`config.mk`:
```
export PLATFORM = sky130hd
export DESIGN_NAME = sound_request_scheduler
export DESIGN_NICKNAME = d
export VERILOG_FILES = /design/src/rtl/sound_pkg.sv /design/src/rtl/sound_fifo.sv /design/src/rtl/sound_request_scheduler.sv
export SDC_FILE = /design/constraint.sdc
export NUM_CORES = 1
export LEC_CHECK = 0
export BUFFER_PORTS_ARGS = -buffer_cell sky130_fd_sc_hd__buf_4
export CAP_MARGIN = 20
export CORE_ASPECT_RATIO = 1.4
export CORE_MARGIN = 1
export CORE_UTILIZATION = 40
export CTS_BUF_LIST = sky130_fd_sc_hd__clkbuf_8
export CTS_CLUSTER_SIZE = 28
export DETAILED_ROUTE_END_ITERATION = 8
export GPL_TIMING_DRIVEN = 0
export PLACE_DENSITY_LB_ADDON = 0.3
export SYNTH_ARGS = -nofsm -noshare
export SYNTH_HDL_FRONTEND = slang
export SYNTH_SLANG_ARGS = --single-unit
```
`constraint.sdc`:
```
create_clock -name clk -period 3.85 [get_ports clk]
set_input_delay 0.385 -clock clk [delete_from_list [all_inputs] [get_ports clk]]
set_output_delay 0.385 -clock clk [all_outputs]
set_load 0.01 [all_outputs]
```
`src/rtl/sound_pkg.sv`:
```
// Shared sound codes, scheduler state encoding and the per-cycle event
// resolver used by the sound request scheduler.
package sound_pkg;

   typedef enum logic [2:0] {
      SND_NONE     = 3'd0,
      SND_SELECT   = 3'd1,
      SND_DESELECT = 3'd2,
      SND_MOVE     = 3'd3,
      SND_CAPTURE  = 3'd4,
      SND_ILLEGAL  = 3'd5,
      SND_PROMOTE  = 3'd6,
      SND_GAMEOVER = 3'd7
   } snd_code_t;

   typedef enum logic [2:0] {
      ST_IDLE,
      ST_ISSUE,
      ST_WAIT_START,
      ST_WAIT_DONE,
      ST_GAP
   } sched_state_t;

   typedef struct packed {
      logic       vld;
      logic [2:0] code;
      logic [2:0] ndrop;
   } ev_res_t;

   // Highest set request bit wins; every other set bit is a discarded request.
   function automatic ev_res_t resolve_events(input logic [7:0] req);
      ev_res_t    r;
      logic [2:0] n;
      r = '0;
      n = '0;
      for (int k = 1; k < 8; k++) begin
         if (req[k]) begin
            r.vld  = 1'b1;
            r.code = 3'(k);
            n      = n + 3'd1;
         end
      end
      r.ndrop = r.vld ? (n - 3'd1) : 3'd0;
      return r;
   endfunction

endpackage

```
`src/rtl/sound_fifo.sv`:
```
// Small synchronous FIFO of sound codes with flush and tail visibility.
// Flush together with push leaves exactly the pushed entry.
module sound_fifo #(
   parameter  int DEPTH = 4,
   parameter  int W     = 3,
   localparam int AW    = $clog2(DEPTH),
   localparam int LW    = AW + 1
) (
   input  logic          clk,
   input  logic          rstn,
   input  logic          push,
   input  logic [W-1:0]  din,
   input  logic          pop,
   input  logic          flush,
   output logic [W-1:0]  head,
   output logic [W-1:0]  tail,
   output logic [LW-1:0] level,
   output logic          empty,
   output logic          full
);

   logic [W-1:0]  mem [DEPTH];
   logic [AW-1:0] rd_ptr;
   logic [AW-1:0] wr_ptr;
   logic          do_pop;
   logic          do_push;

   assign empty   = (level == '0);
   assign full    = (level == LW'(DEPTH));
   assign head    = mem[rd_ptr];
   assign tail    = mem[wr_ptr - AW'(1)];
   assign do_pop  = pop && !empty;
   // A pop frees a slot in the same cycle, so a full queue may still accept.
   assign do_push = push && (!full || do_pop);

   always_ff @(posedge clk or negedge rstn) begin
      if (!rstn) begin
         rd_ptr <= '0;
         wr_ptr <= '0;
         level  <= '0;
         for (int i = 0; i < DEPTH; i++) mem[i] <= '0;
      end else if (flush) begin
         rd_ptr <= '0;
         if (push) begin
            mem[0] <= din;
            wr_ptr <= AW'(1);
            level  <= LW'(1);
         end else begin
            wr_ptr <= '0;
            level  <= '0;
         end
      end else begin
         if (do_push) begin
            mem[wr_ptr] <= din;
            wr_ptr      <= wr_ptr + AW'(1);
         end
         if (do_pop) rd_ptr <= rd_ptr + AW'(1);
         level <= level + LW'(do_push) - LW'(do_pop);
      end
   end

endmodule

```
`src/rtl/sound_request_scheduler.sv`:
```
// Collects one-cycle game sound events, queues them and hands them to the
// PWM sound player one at a time with a silent gap between sounds.
module sound_request_scheduler #(
   parameter int DEPTH         = 4,
   parameter int GAP_CYCLES    = 1000000,
   parameter int START_TIMEOUT = 16
) (
   input  logic       clk,
   input  logic       rstn,
   input  logic [7:0] ev_req,
   input  logic       player_busy,
   output logic       play_sound,
   output logic [2:0] sound_code,
   output logic [2:0] queue_level,
   output logic [7:0] drop_cnt,
   output logic       timeout_flag
);
   import sound_pkg::*;

   localparam int LW   = $clog2(DEPTH) + 1;
   localparam int TMAX = (GAP_CYCLES > START_TIMEOUT) ? GAP_CYCLES : START_TIMEOUT;
   localparam int TW   = $clog2(TMAX) + 1;

   ev_res_t      res;
   logic         is_go;
   logic         coalesce;
   logic         ovf;
   logic         push;
   logic         pop;
   logic [2:0]   head;
   logic [2:0]   tail;
   logic [LW-1:0] level;
   logic         empty;
   logic         full;
   logic [3:0]   drop_inc;
   logic [8:0]   drop_sum;

   sched_state_t  state;
   sched_state_t  state_nxt;
   logic [TW-1:0] timer;
   logic [TW-1:0] timer_nxt;
   logic          set_to;

   always_comb res = resolve_events(ev_req);

   // Coalescing looks at the tail as it stands before this cycle's pop.
   assign is_go    = res.vld && (res.code == SND_GAMEOVER);
   assign coalesce = res.vld && !is_go && !empty && (res.code == tail);
   assign ovf      = res.vld && !is_go && !coalesce && full && !pop;
   assign push     = res.vld && !coalesce && !ovf;
   assign drop_inc = {1'b0, res.ndrop} + {3'b0, ovf};
   assign drop_sum = {1'b0, drop_cnt} + {5'b0, drop_inc};

   sound_fifo #(
      .DEPTH (DEPTH),
      .W     (3)
   ) u_fifo (
      .clk   (clk),
      .rstn  (rstn),
      .push  (push),
      .din   (res.code),
      .pop   (pop),
      .flush (is_go),
      .head  (head),
      .tail  (tail),
      .level (level),
      .empty (empty),
      .full  (full)
   );

   assign queue_level = 3'(level);

   // The head is latched and popped on the same edge that enters ISSUE, so a
   // flush landing on that edge cannot separate the issued code from the pop.
   always_comb begin
      state_nxt  = state;
      timer_nxt  = timer;
      pop        = 1'b0;
      set_to     = 1'b0;
      play_sound = 1'b0;
      case (state)
         ST_IDLE: begin
            if (!empty && !player_busy) begin
               state_nxt = ST_ISSUE;
               pop       = 1'b1;
            end
         end
         ST_ISSUE: begin
            play_sound = 1'b1;
            state_nxt  = ST_WAIT_START;
            timer_nxt  = '0;
         end
         ST_WAIT_START: begin
            if (player_busy) begin
               state_nxt = ST_WAIT_DONE;
            end else if (timer == TW'(START_TIMEOUT - 1)) begin
               set_to    = 1'b1;
               state_nxt = ST_GAP;
               timer_nxt = '0;
            end else begin
               timer_nxt = timer + TW'(1);
            end
         end
         ST_WAIT_DONE: begin
            if (!player_busy) begin
               state_nxt = ST_GAP;
               timer_nxt = '0;
            end
         end
         ST_GAP: begin
            if (timer == TW'(GAP_CYCLES - 1)) state_nxt = ST_IDLE;
            else                              timer_nxt = timer + TW'(1);
         end
         default: state_nxt = ST_IDLE;
      endcase
   end

   always_ff @(posedge clk or negedge rstn) begin
      if (!rstn) begin
         state        <= ST_IDLE;
         timer        <= '0;
         sound_code   <= '0;
         timeout_flag <= 1'b0;
         drop_cnt     <= '0;
      end else begin
         state <= state_nxt;
         timer <= timer_nxt;
         if (pop)    sound_code   <= head;
         if (set_to) timeout_flag <= 1'b1;
         drop_cnt <= (drop_sum > 9'd255) ? 8'hFF : drop_sum[7:0];
      end
   end

endmodule

```
==> results of run 1 <==
-- cells by family (layout without fill, tap and decap cells) --
logic type	count (synthesis)	count (layout)
compound gates	47	47
fa+ha+maj	20	20
xor+xnor	39	39
buf+inv	30	62
mux	22	22
flops	55	55
simple gates	135	135
-- through the flow --
step / instances / power (mW) / area (um2)
floorplan: 348 / 1.81 / 3480
global placement: 471 / 2.12 / 3770
detailed placement: 471 / 2.17 / 3770
CTS: 480 / 2.55 / 3910
global route: 482 / 2.87 / 4010
finish: 482 / 2.65 / 4010
-- metal layers --
layer / vias to the layer above / GRT usage / routed length [um]
met5: - / 0 / 0
met4: 0 / 0.0679 / 136
met3: 7 / 0.0279 / 128
met2: 30 / 0.307 / 3840
met1: 1306 / 0.210 / 2930
li1: 1277 / - / -
-- synth_stat cells (all sizes together) (2+ instances only) --
| library cell | count | share of area |
|---|---|---|
| or3 | 3 | 0.0055 |
| ha | 17 | 0.062 |
| a2111oi | 3 | 0.0076 |
| nor3b | 6 | 0.013 |
| nor3 | 8 | 0.013 |
| xnor2 | 31 | 0.079 |
| o21ai | 10 | 0.015 |
| fa | 3 | 0.017 |
| a31oi | 2 | 0.0055 |
| a21o | 5 | 0.011 |
| or2 | 3 | 0.0055 |
| a211oi | 4 | 0.0087 |
| o21a | 2 | 0.0044 |
| nand3 | 14 | 0.022 |
| nor4 | 6 | 0.011 |
| mux2 | 13 | 0.043 |
| and4 | 2 | 0.0051 |
| inv | 16 | 0.017 |
| xor2 | 8 | 0.020 |
| nor2b | 4 | 0.0073 |
| buf | 6 | 0.010 |
| and2 | 4 | 0.0080 |
| nand4 | 10 | 0.018 |
| nor2 | 38 | 0.041 |
| nand2b | 2 | 0.0036 |
| nand2 | 25 | 0.027 |
| a21boi | 2 | 0.0044 |
| a21oi | 13 | 0.019 |
| clkbuf | 8 | 0.0087 |
| mux2i | 3 | 0.0087 |
| mux4 | 6 | 0.039 |
| dfrtp | 55 | 0.40 |
| or4 | 2 | 0.0055 |
| and3 | 5 | 0.0091 |
| o211ai | 2 | 0.0044 |
-- placed cells by master, fill, tap and decap left out, drive strengths merged, types with 14 or more instances in the layout --
cell type / count
buf: 30
nor2: 38
inv: 17
nand3: 14
clkbuf: 15
ha: 17
xnor2: 31
dfrtp: 55
nand2: 25
-- what timing repair did --
action                                 in CTS  in global routing
pin swaps                                   3                 14
endpoints found under the hold margin       0                  0
setup buffers                               1                  2
setup endpoints to repair                   8                  8
gates resized for setup                     7                 20
-- worst max path at each step --
stage             endpoint  slack (ns)  depth (start not counted)
2_1_floorplan  drop_cnt[7]        0.03                         21
3_5_place_dp   drop_cnt[2]       -0.45                         22
5_1_grt        drop_cnt[5]     -0.0005                         22
6_report       drop_cnt[7]        0.20                         22
4_1_cts        drop_cnt[2]       0.003                         22
3_3_place_gp   drop_cnt[0]       -0.34                         22
-- critical path, stage by stage --
cell and delay (ns):
buf_8 0.08, inv_4 0.04, ha_4 0.29, xor2_4 0.23, and2_4 0.20, xnor2_2 0.11
ha_1 0.26, xnor2_1 0.13, nand3_1 0.09, o211ai_1 0.12, ha_1 0.27, mux2i_1 0.14
ha_2 0.21, xnor2_2 0.12, xnor2_1 0.16, xnor2_1 0.15, nor2_2 0.08, ha_4 0.34
a21oi_4 0.08, nor3b_2 0.18, nand3_1 0.09, o21a_1 0.11
-- state kept, by name (all words and copies together) (netlist names) --
signal,cells
timer,21
u_fifo.mem,12
drop_cnt,8
sound_code,3
state,3
u_fifo.level,3
u_fifo.rd_ptr,2
u_fifo.wr_ptr,2
timeout_flag,1
-- power by group --
part / internal, mW / switching, mW / leakage, nW
logic: 0.688 / 0.715 / 0.937
clock network: 0.162 / 0.181 / 0.0557
registers: 0.739 / 0.163 / 0.676
-- final cells by class --
| cell class | count | share of cell area |
|---|---|---|
| Multi-Input combinational cell | 263 | 0.519 |
| Sequential cell | 55 | 0.344 |
| Timing Repair Buffer | 24 | 0.0487 |
| Tap cell | 102 | 0.0318 |
| Clock buffer | 7 | 0.0240 |
| Buffer | 14 | 0.0162 |
| Inverter | 16 | 0.0162 |
| Clock inverter | 1 | 0.000936 |
==> results.cfg, run 1 <==
[timing]
maxSlewViolCount = 0
slew_headroom = 0.525
period_needed_ns = 3.65
worst_slack_ns = 0.200
hold_viol = 0
setup_tns_ns = 0
finalSetupViolations = 0
tightestPinTransition_ns = 0.712
holdWs_ns = 0.110
fin_crit_sh = 0.948
max_clock_freq_mhz = 274
finClkSkew_ns = 0.0116

[cts]
htreeDepth = 2
clkTransAtPathRegs_ns = 0.09
numCtsBuffers = 5
clockBufferDepth = 2
root_buffer = clkbuf_8
cts_tree = built
cts_hold_buf = 0
clock_sinks = 55
clkLatencyLatePin_ns = 0.31

[global_routing]
antenna_found_initial = 0
first_global_vias = 2641
track_usage = 0.175
grt-ovfl-total = 0
grt_pass1_wl_um = 12300
grt_max_degree = 56

[worst_setup_path]
worstPathMaxFanout = 4
cp_data_required_time_ns = 4.06
cp-start-kind = input port
end_kind = flop
r2r_cells = 15
cp.arrival_ns = 3.86
reg2reg_slack_ns = 0.36
r2r_start = u_fifo.wr_ptr[0]
r2r_end = drop_cnt[0]
critPathLaunch = ev_req[2]
path_class = in2reg

[cells_and_area]
finish.utilization = 0.486
multi_input_area_mm2 = 0.00208
register_area_mm2 = 0.00138
fillers = 768
syn_to_final_growth_pct = 16.6
nNetsFinal = 410
antenna_cells = 0
drive_gt1_frac = 0.224

[synth]
synth_top_family_by_area = simple AND/OR/NAND/NOR gates
synth-compound-area-share = 0.0910
synth_mux_area_frac = 0.0906
synth_seq_cells = 55
syn_area_mm2 = 0.00344
synthXorXnorAreaFrac = 0.0993
async_flop_share = 1.00
synth_edf_count = 0
avgSynthCellArea_um2 = 9.88
syn_inst = 348
synth_cell_types = 51
synth_seq_area_share = 0.400
syn-num-nets = 379
synth-main-ff-cell = dfrtp_1
yosys.area_share.simple = 0.203
synthAdderAreaFrac = 0.0793
yosys_warnings = 0

[floorplanning]
core_mm2 = 0.00825
initial_core_util = 0.417
dieHeight_um = 112
io_pins = 27
dieArea_mm2 = 0.00898
rows = 39
die-width_um = 80.4

[detailed_routing]
routedWlPerCell_um = 14.6
final_antenna_net_count = 0
remaining_drc_errors = 0
wirelength_um = 7030
drtIter0Drc = 115
routed_via_density = 5.44
via_count = 2620
drt-pass1-iter-count = 4

[place]
gp_congestion = 0.863
dp_hpwl_um = 5290
pre_cts_ws_ns = -0.452
portBuffers = 21

[job]
maxCapViolations = 0

[outcome]
outcome = finished clean

[hold_path]
min_path_type = in2async

[power]
vdd_drop_max_v = 0.000447
cellLeakagePower_nw = 1.67
p_per_area_mw_per_mm2 = 660
(Power assumes the default switching activity.)
==> run 2, diff against run 1 <==
--- a/config.mk
+++ b/config.mk
@@ -9,8 +9,9 @@
 export CAP_MARGIN = 20
 export CORE_ASPECT_RATIO = 1.4
 export CORE_MARGIN = 1
-export CORE_UTILIZATION = 40
+export CORE_UTILIZATION = 62
 export CTS_BUF_LIST = sky130_fd_sc_hd__clkbuf_8
+export CTS_CLUSTER_DIAMETER = 100
 export CTS_CLUSTER_SIZE = 28
 export DETAILED_ROUTE_END_ITERATION = 8
 export GPL_TIMING_DRIVEN = 0
==> results.cfg, run 2 (synthesis gave the netlist of run 1 again) <==
[outcome]
outcome = finished with violations
violations = negative setup slack

[floorplanning]
initial_core_util = 0.657
rows = 31
io_pins = 27
core_mm2 = 0.00524
die-width_um = 64.9
dieArea_mm2 = 0.00585
dieHeight_um = 90.1

[timing]
finalSetupViolations = 1
period_needed_ns = 3.91
worst_slack_ns = -0.0608
finClkSkew_ns = 0.00962
tightestPinTransition_ns = 0.693
holdWs_ns = 0.0969
setup_tns_ns = -0.0608
slew_headroom = 0.537
rsz0062_at_grt = true
max_clock_freq_mhz = 256
fin_crit_sh = 1.02
hold_viol = 0
maxSlewViolCount = 0

[cells_and_area]
largest_register_ffs = 21
regMostFlops = timer
most-common-layout-cells = dfrtp_1 (54), nor2_1 (37), xnor2_1 (28)
fillers = 363
nNetsFinal = 414
largestRegisters = timer x21, u_fifo.mem x12, drop_cnt x8
drive_gt1_frac = 0.234
syn_to_final_growth_pct = 16.0
antenna_cells = 0
mostFrequentLayoutCell = dfrtp_1

[worst_setup_path]
worstPathMaxFanout = 4
cp.arrival_ns = 4.11
end_kind = flop
cp_data_required_time_ns = 4.05
path_class = in2reg
cp-start-kind = input port

[detailed_routing]
final_antenna_net_count = 0
routed_via_density = 6.06
routedWlPerCell_um = 16.7
wirelength_um = 7510
drt-pass1-iter-count = 4
drtIter0Drc = 140
via_count = 2728
remaining_drc_errors = 0

[power]
p_sw_mw = 1.09
vdd_drop_max_v = 0.000474
p_per_area_mw_per_mm2 = 668
pwr-share-clk = 0.119
p_int_mw = 1.57
p_comb_frac = 0.546
p_seq_frac = 0.335
switching_share = 0.410
cellLeakagePower_nw = 1.68

[place]
portBuffers = 21
gp_congestion = 0.818
dp_hpwl_um = 5300

[global_routing]
first_global_vias = 2745
antenna_found_initial = 0
grt_max_degree = 56
grt_pass1_wl_um = 12400
track_usage = 0.270
grt-ovfl-total = 0

[cts]
clock_sinks = 55
root_buffer = clkbuf_8
clkLatencyLatePin_ns = 0.31
clkTransAtPathRegs_ns = 0.10
htreeDepth = 2
clockBufferDepth = 2
numCtsBuffers = 5
cts_hold_buf = 0
cts_tree = built

[hold_path]
min_path_type = in2async

[job]
maxCapViolations = 0
==> run 2: layout make-up <==
type	instances	area, um2	area share
repair buffers	28	225	0.0565
clock inverters	3	16.3	0.00408
plain buffers	14	65.1	0.0163
well taps	66	82.6	0.0207
inverters	16	70.1	0.0176
flip-flops and latches	55	1380	0.345
clock buffers	5	68.8	0.0173
multi-input cells	263	2080	0.522
==> run 2: metal layers <==
metal | GRT usage | share of wire | wire length, um | vias to the layer above
met1 | 0.315 | 0.38 | 2890 | 1364
li1 | - | - | - | 1285
met4 | 0.109 | 0.020 | 153 | 0
met5 | 0 | 0 | 0 | -
met2 | 0.484 | 0.57 | 4270 | 64
met3 | 0.0343 | 0.026 | 196 | 15
==> run 2: final timing paths <==
path                                   from               end  slack (ns)  cells after the start
setup / recovery                  ev_req[1]       drop_cnt[3]       -0.06                     21
hold / removal                         rstn          timer[9]         0.1                      1
setup reg to reg           u_fifo.wr_ptr[0]       drop_cnt[6]        0.17                     15
hold reg to reg                timeout_flag      timeout_flag        0.49                      1
max in group asynchronous              rstn  u_fifo.wr_ptr[0]        3.25                      1
min in group clk                player_busy          state[0]        0.38                      3
==> run 2: worst max-delay path, cell delays in order <==
cell and delay (ns):
buf_8 0.09, inv_6 0.03, ha_4 0.28, xor2_4 0.25, and2_4 0.23, xnor2_4 0.13
ha_4 0.23, xnor2_2 0.12, nand3_1 0.07, o211ai_1 0.14, ha_1 0.31, mux2i_1 0.14
ha_2 0.28, or2_2 0.33, inv_1 0.08, ha_1 0.23, a21o_1 0.20, a21oi_4 0.18
buf_4 0.14, xor2_1 0.16, nand2_1 0.08
==> run 2: what timing repair did <==
item,CTS,global route
endpoints found under the hold margin,0,0
setup endpoints to repair,8,8
setup buffers,2,5
pin swaps,4,18
gates resized for setup,5,22
==> run 2: metrics by stage <==
stage	instances	cell area, um2	util	setup slack, ns	total power, mW
6_report	450	3990	0.762	-0.0608	2.66
5_1_grt	450	3990	0.762	-0.302	2.85
4_1_cts	445	3840	0.734	0.0229	2.53
3_5_place_dp	435	3720	0.711	-0.455	2.17
3_3_place_gp	435	3720	0.711	-0.339	2.10
2_1_floorplan	348	3480	-	0.0302	1.81
==> run 2: power by group through the flow <==
stage	registers, mW	clock network (mW)	logic, mW
4_1_cts	0.889	0.319	1.32
6_report	0.894	0.316	1.46
3_3_place_gp	0.892	0	1.21
5_1_grt	0.917	0.342	1.59
3_5_place_dp	0.900	0	1.27
2_1_floorplan	0.896	0	0.910
